$ cat src/rtl/ctx_stack_ctrl_if.sv
`default_nettype none
//----------------------------------------------------------------------
// ctx_stack_ctrl_if : call/return request handshake bundle
// Rev 1.0
//----------------------------------------------------------------------
interface ctx_stack_ctrl_if #(
  parameter int WIDTH = 32
);
  logic             req_valid;
  logic             req_ready;
  logic             req_is_call;
  logic [WIDTH-1:0] req_ctx;

  modport master (
    output req_valid,
    output req_is_call,
    output req_ctx,
    input  req_ready
  );

  modport slave (
    input  req_valid,
    input  req_is_call,
    input  req_ctx,
    output req_ready
  );
endinterface
`default_nettype wire

$ cat src/rtl/ctx_stack_ctrl.sv
`default_nettype none
//----------------------------------------------------------------------
// ctx_stack_ctrl : call/return context controller in front of a lifo
// Rev 1.0
//----------------------------------------------------------------------
module ctx_stack_ctrl #(
  parameter int               WIDTH     = 32,
  parameter int               DEPTH     = 32,
  parameter int               CNT_W     = 6,
  parameter logic [WIDTH-1:0] CTX_RESET = '0
) (
  input  wire logic             clk,
  input  wire logic             reset,
  ctx_stack_ctrl_if.slave       req,
  output logic [WIDTH-1:0]      ctx,
  output logic                  done,
  output logic [CNT_W-1:0]      depth_cnt,
  output logic                  err_overflow,
  output logic                  err_underflow,
  output logic                  err_desync,
  input  wire logic             err_clear,
  output logic                  lifo_push,
  output logic [WIDTH-1:0]      lifo_push_data,
  output logic                  lifo_pop,
  input  wire logic [WIDTH-1:0] lifo_tos,
  input  wire logic             lifo_empty_n
);

  typedef enum logic [1:0] {
    IDLE   = 2'd0,
    PUSH   = 2'd1,
    POP    = 2'd2,
    SETTLE = 2'd3
  } state_t;

  localparam logic [CNT_W-1:0] CNT_FULL = CNT_W'(DEPTH);

  state_t           state;
  state_t           state_nx;
  logic [WIDTH-1:0] pending_ctx;
  logic             accept;
  logic             load_pending;
  logic             ovf_set;
  logic             unf_set;
  logic             desync_set;
  logic             is_full;
  logic             is_empty;

  assign is_full        = (depth_cnt == CNT_FULL);
  assign is_empty       = (depth_cnt == '0);
  assign req.req_ready  = (state == IDLE);
  assign accept         = req.req_valid & (state == IDLE);
  assign lifo_push_data = ctx;

  always_ff @(posedge clk or posedge reset) begin
    if (reset) begin
      state <= IDLE;
    end else begin
      state <= state_nx;
    end
  end

  always_comb begin
    state_nx     = state;
    load_pending = 1'b0;
    ovf_set      = 1'b0;
    unf_set      = 1'b0;
    desync_set   = 1'b0;
    done         = 1'b0;
    lifo_push    = 1'b0;
    lifo_pop     = 1'b0;
    case (state)
      IDLE: begin
        // the lifo flag only has to agree with our count while nothing is in flight
        desync_set = (lifo_empty_n != !is_empty);
        if (accept) begin
          if (req.req_is_call) begin
            if (is_full) begin
              ovf_set  = 1'b1;
              state_nx = SETTLE;
            end else begin
              load_pending = 1'b1;
              state_nx     = PUSH;
            end
          end else if (is_empty) begin
            unf_set  = 1'b1;
            state_nx = SETTLE;
          end else begin
            state_nx = POP;
          end
        end
      end
      PUSH: begin
        lifo_push = 1'b1;
        state_nx  = SETTLE;
      end
      POP: begin
        lifo_pop = 1'b1;
        state_nx = SETTLE;
      end
      SETTLE: begin
        done     = 1'b1;
        state_nx = IDLE;
      end
      default: state_nx = IDLE;
    endcase
  end

  always_ff @(posedge clk or posedge reset) begin
    if (reset) begin
      ctx         <= CTX_RESET;
      pending_ctx <= '0;
      depth_cnt   <= '0;
    end else begin
      if (load_pending) begin
        pending_ctx <= req.req_ctx;
      end
      // lifo_tos still shows the pre-pop top at the pop edge
      if (state == PUSH) begin
        ctx       <= pending_ctx;
        depth_cnt <= depth_cnt + CNT_W'(1);
      end else if (state == POP) begin
        ctx       <= lifo_tos;
        depth_cnt <= depth_cnt - CNT_W'(1);
      end
    end
  end

  always_ff @(posedge clk or posedge reset) begin
    if (reset) begin
      err_overflow  <= 1'b0;
      err_underflow <= 1'b0;
      err_desync    <= 1'b0;
    end else begin
      if (ovf_set) begin
        err_overflow <= 1'b1;
      end else if (err_clear) begin
        err_overflow <= 1'b0;
      end
      if (unf_set) begin
        err_underflow <= 1'b1;
      end else if (err_clear) begin
        err_underflow <= 1'b0;
      end
      if (desync_set) begin
        err_desync <= 1'b1;
      end else if (err_clear) begin
        err_desync <= 1'b0;
      end
    end
  end

endmodule
`default_nettype wire
$ cat src/flat_wrapper.sv
// flat-port wrapper written by rule: the top's interface ports become plain ports
module ctx_stack_ctrl_flat 
#(
  parameter int               WIDTH     = 32,
  parameter int               DEPTH     = 32,
  parameter int               CNT_W     = 6,
  parameter logic [WIDTH-1:0] CTX_RESET = '0
)
  (clk, reset, ctx, done, depth_cnt, err_overflow, err_underflow, err_desync, err_clear, lifo_push, lifo_push_data, lifo_pop, lifo_tos, lifo_empty_n, req_req_valid, req_req_is_call, req_req_ctx, req_req_ready);
  ctx_stack_ctrl_if #(.WIDTH(WIDTH)) req_i ();
  input  wire logic clk;
  input  wire logic reset;
  output logic [WIDTH-1:0] ctx;
  output logic done;
  output logic [CNT_W-1:0] depth_cnt;
  output logic err_overflow;
  output logic err_underflow;
  output logic err_desync;
  input  wire logic err_clear;
  output logic lifo_push;
  output logic [WIDTH-1:0] lifo_push_data;
  output logic lifo_pop;
  input  wire logic [WIDTH-1:0] lifo_tos;
  input  wire logic lifo_empty_n;
  input wire logic [$bits(req_i.req_valid)-1:0] req_req_valid;
  input wire logic [$bits(req_i.req_is_call)-1:0] req_req_is_call;
  input wire logic [$bits(req_i.req_ctx)-1:0] req_req_ctx;
  output wire logic [$bits(req_i.req_ready)-1:0] req_req_ready;
  assign req_i.req_valid = req_req_valid;
  assign req_i.req_is_call = req_req_is_call;
  assign req_i.req_ctx = req_req_ctx;
  assign req_req_ready = req_i.req_ready;
  ctx_stack_ctrl #(.WIDTH(WIDTH), .DEPTH(DEPTH), .CNT_W(CNT_W), .CTX_RESET(CTX_RESET)) u_core (.clk(clk), .reset(reset), .req(req_i), .ctx(ctx), .done(done), .depth_cnt(depth_cnt), .err_overflow(err_overflow), .err_underflow(err_underflow), .err_desync(err_desync), .err_clear(err_clear), .lifo_push(lifo_push), .lifo_push_data(lifo_push_data), .lifo_pop(lifo_pop), .lifo_tos(lifo_tos), .lifo_empty_n(lifo_empty_n));
endmodule
$ cat config.mk
export PLATFORM = sky130hd
export DESIGN_NAME = ctx_stack_ctrl_flat
export DESIGN_NICKNAME = d
export VERILOG_FILES = /design/src/rtl/ctx_stack_ctrl_if.sv /design/src/rtl/ctx_stack_ctrl.sv /design/src/flat_wrapper.sv
export SDC_FILE = /design/constraint.sdc
export NUM_CORES = 1
export LEC_CHECK = 0
export CAP_MARGIN = 20
export CELL_PAD_IN_SITES_DETAIL_PLACEMENT = 0
export CELL_PAD_IN_SITES_GLOBAL_PLACEMENT = 1
export CORE_AREA = 8 8 120 111
export CTS_CLUSTER_SIZE = 24
export DETAILED_ROUTE_END_ITERATION = 7
export DIE_AREA = 0 0 128 119
export GPL_TIMING_DRIVEN = 0
export HOLD_SLACK_MARGIN = 0.08
export PLACE_DENSITY_LB_ADDON = 0.1
export SLEW_MARGIN = 25
export SYNTH_ARGS = -nofsm -noshare
export SYNTH_HDL_FRONTEND = slang
export SYNTH_SLANG_ARGS = --single-unit
$ cat constraint.sdc
create_clock -name clk -period 3.35 [get_ports clk]
set_input_delay 1.005 -clock clk [delete_from_list [all_inputs] [get_ports clk]]
set_output_delay 1.005 -clock clk [all_outputs]
set_load 0.02 [all_outputs]
==> results of run 1 <==
==> per-stage QoR <==
step	power, mW	worst slack (ps)	instances	instance area, um2	hold slack, ps
2_1_floorplan	4.19	435	310	3750	480
3_3_place_gp	5.65	-1050	612	5410	484
3_5_place_dp	5.70	573	613	5430	488
4_1_cts	6.81	560	628	5760	505
5_1_grt	7.16	385	628	5760	522
6_report	6.69	571	628	5760	496
==> placed cells by master (no fill, tap or decap), types with 2 or more instances in the layout <==
cell type / count
sky130_fd_sc_hd__inv_1: 7
sky130_fd_sc_hd__mux2_4: 30
sky130_fd_sc_hd__clkbuf_8: 2
sky130_fd_sc_hd__ha_1: 8
sky130_fd_sc_hd__mux2_2: 5
sky130_fd_sc_hd__dfrtp_1: 75
sky130_fd_sc_hd__mux2i_1: 32
sky130_fd_sc_hd__nand2b_1: 3
sky130_fd_sc_hd__clkbuf_16: 9
sky130_fd_sc_hd__xor2_1: 2
sky130_fd_sc_hd__o21ai_0: 4
sky130_fd_sc_hd__xnor2_1: 3
sky130_fd_sc_hd__buf_2: 4
sky130_fd_sc_hd__buf_4: 32
sky130_fd_sc_hd__nor2_1: 33
sky130_fd_sc_hd__a21oi_1: 37
sky130_fd_sc_hd__clkdlybuf4s50_1: 146
sky130_fd_sc_hd__nand3_1: 3
sky130_fd_sc_hd__bufinv_16: 2
sky130_fd_sc_hd__buf_6: 3
sky130_fd_sc_hd__clkbuf_1: 8
sky130_fd_sc_hd__a21o_1: 2
==> metal layers <==
metal	GRT usage (%)	part of all wire [%]	wire length, um	vias to the layer above
li1	-	-	-	1354
met1	16.4	44	4570	1339
met2	21.4	45	4580	103
met3	7.23	10	1040	10
met4	3.49	0.95	98	0
met5	0	0	0	-
==> worst max-delay path by stage <==
stage	from	to	slack, ps	depth (start not counted)
4_1_cts	u_core.state[1]	u_core.depth_cnt[5]	560	10
2_1_floorplan	reset	u_core.ctx[0]	440	1
3_3_place_gp	reset	u_core.ctx[3]	-1050	2
6_report	u_core.state[1]	u_core.depth_cnt[5]	570	10
5_1_grt	u_core.state[1]	u_core.depth_cnt[5]	390	10
3_5_place_dp	req_req_valid	u_core.pending_ctx[28]	570	5
==> cells by family after synthesis <==
family          Yosys count
simple gates             47
compound gates           52
flops                    75
xor+xnor                  5
buf+inv                  55
mux                      67
fa+ha+maj                 9
==> sequential cells by signal, indices dropped and copies added (netlist names) <==
name                  flops
u_core.pending_ctx       32
u_core.err_desync         1
u_core.err_underflow      1
u_core.depth_cnt          6
u_core.ctx               32
u_core.err_overflow       1
u_core.state              2
==> worst register-to-register path, delay by kind of cell (launching register included) <==
family,cells,cell delay [ps]
AND/OR/NAND/NOR,1,310
buffers and inverters,4,910
adder cells (fa/ha/maj),2,540
flip-flops,1,410
AO/OA/AOI/OAI,3,470
==> area by class of cell <==
| cell class | instances | area [um2] | share of cell area (%) |
|---|---|---|---|
| Sequential cell | 75 | 1880 | 32.6 |
| Multi-Input combinational cell | 180 | 1520 | 26.4 |
| Timing Repair Buffer | 147 | 1480 | 25.7 |
| Buffer | 47 | 324 | 5.63 |
| Clock buffer | 11 | 253 | 4.39 |
| Tap cell | 156 | 195 | 3.39 |
| Clock inverter | 4 | 73.8 | 1.28 |
| Inverter | 8 | 32.5 | 0.565 |
==> power by group <==
| group | switching [mW] | total [mW] | internal, mW |
|---|---|---|---|
| Clock | 0.368 | 1.06 | 0.689 |
| Combinational | 1.87 | 3.86 | 1.99 |
| Sequential | 0.374 | 1.77 | 1.39 |
| Total | 2.62 | 6.69 | 4.07 |
==> results summary, run 1 <==
The flow ran to the end, and the final reports show no timing, DRC or antenna violations. In this run the horizontal extent of the chip is 128 um. Setup repair after global routing left no endpoint under its margin.

The worst register-to-register path ends at u_core.depth_cnt[5]. The total congestion overflow after global routing is 0. In this run the cell area of the synthesized design comes to 3750 um2. The post-route clock period utilization is between 80% and 90%. The cell count of the worst hold path came out at 1.

STA classifies the critical path endpoint as a flop. The post-CTS clock slew at the launch and capture registers of the worst setup and hold paths is 60 ps. Synthesis produced between 300 and 400 cells. The count of cells resized by post-cts repair came out at 0. The per-cell via count in the routed design is 4.47. The worst setup path is launched from a flop. In the synthesized netlist the async set-or-reset flop fraction comes to 100%.

The number of enable flip-flop cells after synthesis came out at 0. The synthesized netlist devotes under 10% of its cell area to compound gates. The upper clock frequency limit is approximately 360 MHz. The number of clock buffers inserted by TritonCTS came out at 9.

The clock latency reported for the late side of the worst-skew pair came out at ~320 ps. The total wirelength of the detailed-routed design is ~10000 um. The final setup skew is roughly 4.5 ps. The startpoint of the most critical hold path is u_core.err_overflow. Dividing total power by cell area gives a power density of approximately 1200 nW/um2.

In this run, distinct cell masters in the synthesized netlist total 36. The summed negative setup slack over all endpoints came out at 0 ps. In the post-synthesis netlist, the biggest area contributors are sky130_fd_sc_hd__dfrtp_1 (50%), sky130_fd_sc_hd__mux2_4 (12%), sky130_fd_sc_hd__mux2i_1 (8.5%). Detailed routing inserted a total of about 2800 vias. By area, the combinational part of the netlist is dominated by multiplexers. The floorplan row count came out at 37. sky130_fd_sc_hd__dfrtp_1 takes more of the synthesized area than any other cell. The commonest cells after synthesis are sky130_fd_sc_hd__dfrtp_1 (75), sky130_fd_sc_hd__a21oi_1 (37), sky130_fd_sc_hd__nor2_1 (33). The Yosys step of the flow raised 0 warnings. The most common cell in the synthesized netlist is sky130_fd_sc_hd__dfrtp_1. Headroom to the max-slew limit came out at 63.3%. The net total in the final layout came out at ~550. The worst register-to-register path begins at u_core.state[1]. The final weighted congestion in routability-driven placement came out at between 0.7 and 0.8. The critical path contains buffers and inverters numbering 4 combined. The worst endpoint data arrival time came out at roughly 3000 ps.

The reported leakage power is roughly 2.5 nW. The pre-antenna-repair detailed-routing pass consisted of 4 iterations. CTS placed an instance of sky130_fd_sc_hd__clkbuf_16 at the clock tree root. The largest single stage delay on the critical path is about 400 ps. The number of antenna diodes in the final layout is 0. The max-slew violation count is 0. For this configuration, the core starts out at a cell density of about a third.

The flop-to-flop setup slack came out at around 570 ps. The proportion of synthesized area in mux cells came out at 22.0%. The clock net in this run drives a total of 75 sinks. The number of nets with antenna violations after routing is 0. Detailed placement finished with a half-perimeter wire length of 7530 um. The number of cells traversed by the worst register-to-register path came out at 10. Of the total synthesized cell area, the portion taken by XOR and XNOR cells is under 10%. The maximum buffer depth of the clock tree is 2. The hold buffer count at cts came out at 0. Summing the areas of all and, or, nand and nor instances in the mapped netlist gives under 10% of the synthesized area. After clock tree synthesis, the setup repair step added 0 buffers. The first routing iteration left ~140 violations. The worst setup path is of the reg -> reg kind. The sequential cell area fraction in the yosys report is approximately 50%. In the synthesized netlist the dominant register cell turns out to be sky130_fd_sc_hd__dfrtp_1. Cells fill between 50% and 60% of the core in the end.

The synthesized area per cell came out at between 10 and 15 um2. The top cell type by area accounts for 50.0% of the synthesized area. Setup violations remaining at the end of the flow were counted as 0.

The count of H-tree levels built during CTS came out at 3. The area growth from synthesis to layout came out at 53.5%. The post-synth net total came out at approximately 390.

The worst hold path terminates at u_core.err_overflow. The total of flip-flops plus latches after synthesis is between 70 and 80. The vertical extent of the die is between 100 and 150 um. The TritonCTS clock tree is done. Walking the worst path, the cells encountered are inv_1 > ha_1 > buf_2 > buf_2 > inv_1 > ha_1 > o211ai_1 > or2_2 > a41oi_1 > o2111ai_1. around 150 I/O pins were placed. The proportion of layout cells with a drive suffix above 1 is between 10% and 20%.

VDD sags by at most 0.000553 V. The placeable core region came out at about 11000 um2. The worst hold path belongs to the class reg -> reg.

The number of fill cells is between 1000 and 1500. The wire length of the first global-routing pass came out at between 15000 and 20000 um. On the critical path the largest part of the delay comes from buffers and inverters. For this run, design rule violations remaining after detail routing come to 0. The max-cap check violation count is 0. The required time of the worst setup path came out at about 3500 ps. The die covers 15200 um2.

The port buffer count is around 150. The overall track demand over capacity in global routing is 13.8%. The average wire length per cell after detail routing is around 16 um. The actual transition at the worst max-transition pin came out at approximately 550 ps. The maximum number of pins on one net before global-route repair came out at 40. The fraction of the mapped netlist area in adder cells came out at 3.20%. The number of global-route vias before repair came out at 3083. The final count of hold timing violations is 0. The number of antenna violations at the first check in global routing came out at 0.

The largest driver fanout on the critical path is 10. After layout, the minimum clock period comes to 2780 ps. The cell with the largest stage delay on the worst path is sky130_fd_sc_hd__dfrtp_1.
Power figures use the tool's default switching activity.
==> run 2, diff against run 1 <==
==> constraint.sdc (replaced) <==
create_clock -name clk -period 2.8 [get_ports clk]
set_input_delay 0.84 -clock clk [delete_from_list [all_inputs] [get_ports clk]]
set_output_delay 0.84 -clock clk [all_outputs]
set_load 0.02 [all_outputs]
==> results summary, run 2 (synthesized netlist as in run 1, its figures left out) <==
The clock latency reported for the late side of the worst-skew pair came out at 330 ps. The worst endpoint data arrival time came out at 1740 ps. The detailed-routing iteration count for the pre-antenna-repair pass came out at 4.

After the last flow step, the layout net total stands at ~550. The run finished with clean final reports. Summing all multi-input logic gate instances after layout gives 1520 um2. The maximum VDD drop is around 0.00066 V. The number of remaining DRC errors is 0. The port buffer count came out at between 100 and 150.

TritonCTS created 9 clock buffers. The upper clock frequency limit is between 300 and 400 MHz. The area growth from synthesis to layout came out at 53.6%. The total I/O pin count is roughly 150. Of the cells placed in the final design, the portion with a size suffix greater than 1 is between 10% and 20%. The maximum buffer depth of the clock tree is 2. In this run the horizontal extent of the chip is 128 um. On the worst path, the slowest cell contributes a delay of between 600 and 700 ps. At the worst endpoint, the required time is a little under 2000 ps. The worst setup path is launched from a flop. The number of global-route vias before repair came out at between 3000 and 4000. The total congestion overflow after global routing came out at 0. The number of antenna cells inserted came out at 0. The count of H-tree levels built during CTS came out at 3. Setup violations remaining at the end of the flow were counted as 0. The non-filler instance count after layout came out at 628. Of all nets on the critical path, the largest fanout is 7.

The power density over cell area is 1390 nW/um2. The worst pin sits at a relative slew slack of 61.3%. In this run the worst hold path is classified as reg -> reg. The number of antenna violations at the first check in global routing was 0. Leaving out fill and tap cells, the most frequent cell in the layout is sky130_fd_sc_hd__clkdlybuf4s50_1.

Among all stages on the critical path, the largest delay is contributed by sky130_fd_sc_hd__clkdlybuf4s50_1. STA classifies the critical path endpoint as a primary output. The TritonCTS clock tree is done.

The largest registers in the layout are u_core.ctx: 32 flops, u_core.pending_ctx: 32 flops, u_core.depth_cnt: 6 flops. The clock sink count is 75. The die covers between 15000 and 20000 um2. The flop-to-flop setup slack came out at between 200 and 250 ps. In this run the clock root is driven by a sky130_fd_sc_hd__clkbuf_16.

The final count of hold timing violations came to 0. The final weighted congestion in routability-driven placement came out at 0.748. The overall track demand over capacity in global routing came out at 13.8%. The area of all sequential standard cells came out at ~1900 um2. The first global-routing pass estimated between 15000 and 20000 um of wire. The vertical extent of the die is ~120 um. The placeable core region is ~11000 um2.

The post-route clock period utilization is roughly 92%. The average wire length per cell after detail routing is 16.4 um. The number of cells in the design after placement came out at 613. The floorplan row count came out at 37. The most critical setup path has its startpoint at u_core.state[0].

Setup total negative slack on the finished layout was measured at 0 ps. Clock skew on the completed layout was measured at 4.17 ps. Summed over all layers, the routed wires come to approximately 10000 um.

The category of the most critical setup path is reg -> out. The total power is between 8 and 9 mW. The max-cap check violation count came out at 0. The filler cells instantiated in the layout total between 1000 and 1500. The total number of vias is 2814. The starting density of the core is around a third. In the layout the commonest cells are sky130_fd_sc_hd__clkdlybuf4s50_1 (146), sky130_fd_sc_hd__dfrtp_1 (75), sky130_fd_sc_hd__a21oi_1 (37), sky130_fd_sc_hd__nor2_1 (33). The first routing iteration left 143 violations. The minimum clock period after layout came out at between 2000 and 3000 ps. The maximum number of pins on one net before global-route repair came out at 40. The reported leakage power came out at roughly 2.5 nW. The critical path goes through inv_1 > ha_1 > clkdlybuf4s50_1. The startpoint identified for the worst hold timing path is u_core.err_overflow. At the placement stage, the worst setup path has a slack of slightly below 30 ps. The worst reg2reg path startpoint is u_core.state[1]. The post-CTS clock slew at the launch and capture registers of the worst setup and hold paths is approximately 60 ps. Once routing completed, OpenROAD measured the worst setup slack at about 220 ps.

In this run the remaining antenna-violating nets after routing total 0. Setup repair after global routing left no endpoint under its margin. The HPWL after detailed placement came out at around 7500 um. The max-slew violation count is 0. For the pin with the worst max-slew slack, the measured transition is 581 ps. Using the TritonRoute via totals, the vias-per-cell ratio works out to approximately 4.5.
-- run 2: cell types whose count changed in the layout (fill, tap and decap cells not counted) --
cell | before | now
sky130_fd_sc_hd__buf_2 | 4 | 3
sky130_fd_sc_hd__buf_6 | 3 | 4
-- run 2: worst paths after layout --
| kind | cells after the start | endpoint |
|---|---|---|
| worst min-delay path | 1 | u_core.err_overflow |
| worst max-delay path | 3 | req_req_ready |
| worst min register to register | 1 | u_core.err_overflow |
| max in group asynchronous | 3 | u_core.depth_cnt[4] |
| worst max register to register | 10 | u_core.depth_cnt[5] |
| min in group asynchronous | 2 | u_core.pending_ctx[14] |
-- run 2: where the power goes --
| part | total [mW] | switching (mW) | internal [mW] |
|---|---|---|---|
| Combinational | 4.64 | 2.25 | 2.39 |
| Sequential | 2.11 | 0.446 | 1.67 |
| Clock | 1.27 | 0.442 | 0.824 |
-- run 2: critical path, delay by kind of cell (launching register included) --
family,cells,cell delay [ps]
buf+inv,2,740
fa+ha+maj,1,270
flops,1,410
-- run 2: stage by stage --
step                hold slack [ps]  utilization [%]  instance area (um2)
detailed placement              488             48.5                 5430
finish                          495             51.5                 5760
floorplan                       480                -                 3750
global route                    522             51.5                 5760
global placement                484             48.3                 5410
CTS                             505             51.4                 5760
-- run 2: cell type report --
cell class	count	area share [%]
Clock buffer	11	4.38
Clock inverter	4	1.28
Buffer	47	5.73
Tap cell	156	3.39
Timing Repair Buffer	147	25.7
Inverter	8	0.564
Sequential cell	75	32.6
Multi-Input combinational cell	180	26.4
-- run 2: layer usage --
metal | track usage [%] | wire [um] | up-vias
li1 | - | - | 1354
met2 | 21.4 | 4590 | 103
met3 | 7.23 | 1030 | 10
met4 | 3.49 | 97 | 0
met1 | 16.4 | 4570 | 1347
met5 | 0 | 0 | -
-- run 2: what timing repair did --
| item | in CTS | in global routing |
|---|---|---|
| resized for setup | 0 | 3 |
| buffers inserted | 0 | 0 |
| hold buffers | 0 | 0 |
| setup endpoints to repair | 0 | 2 |
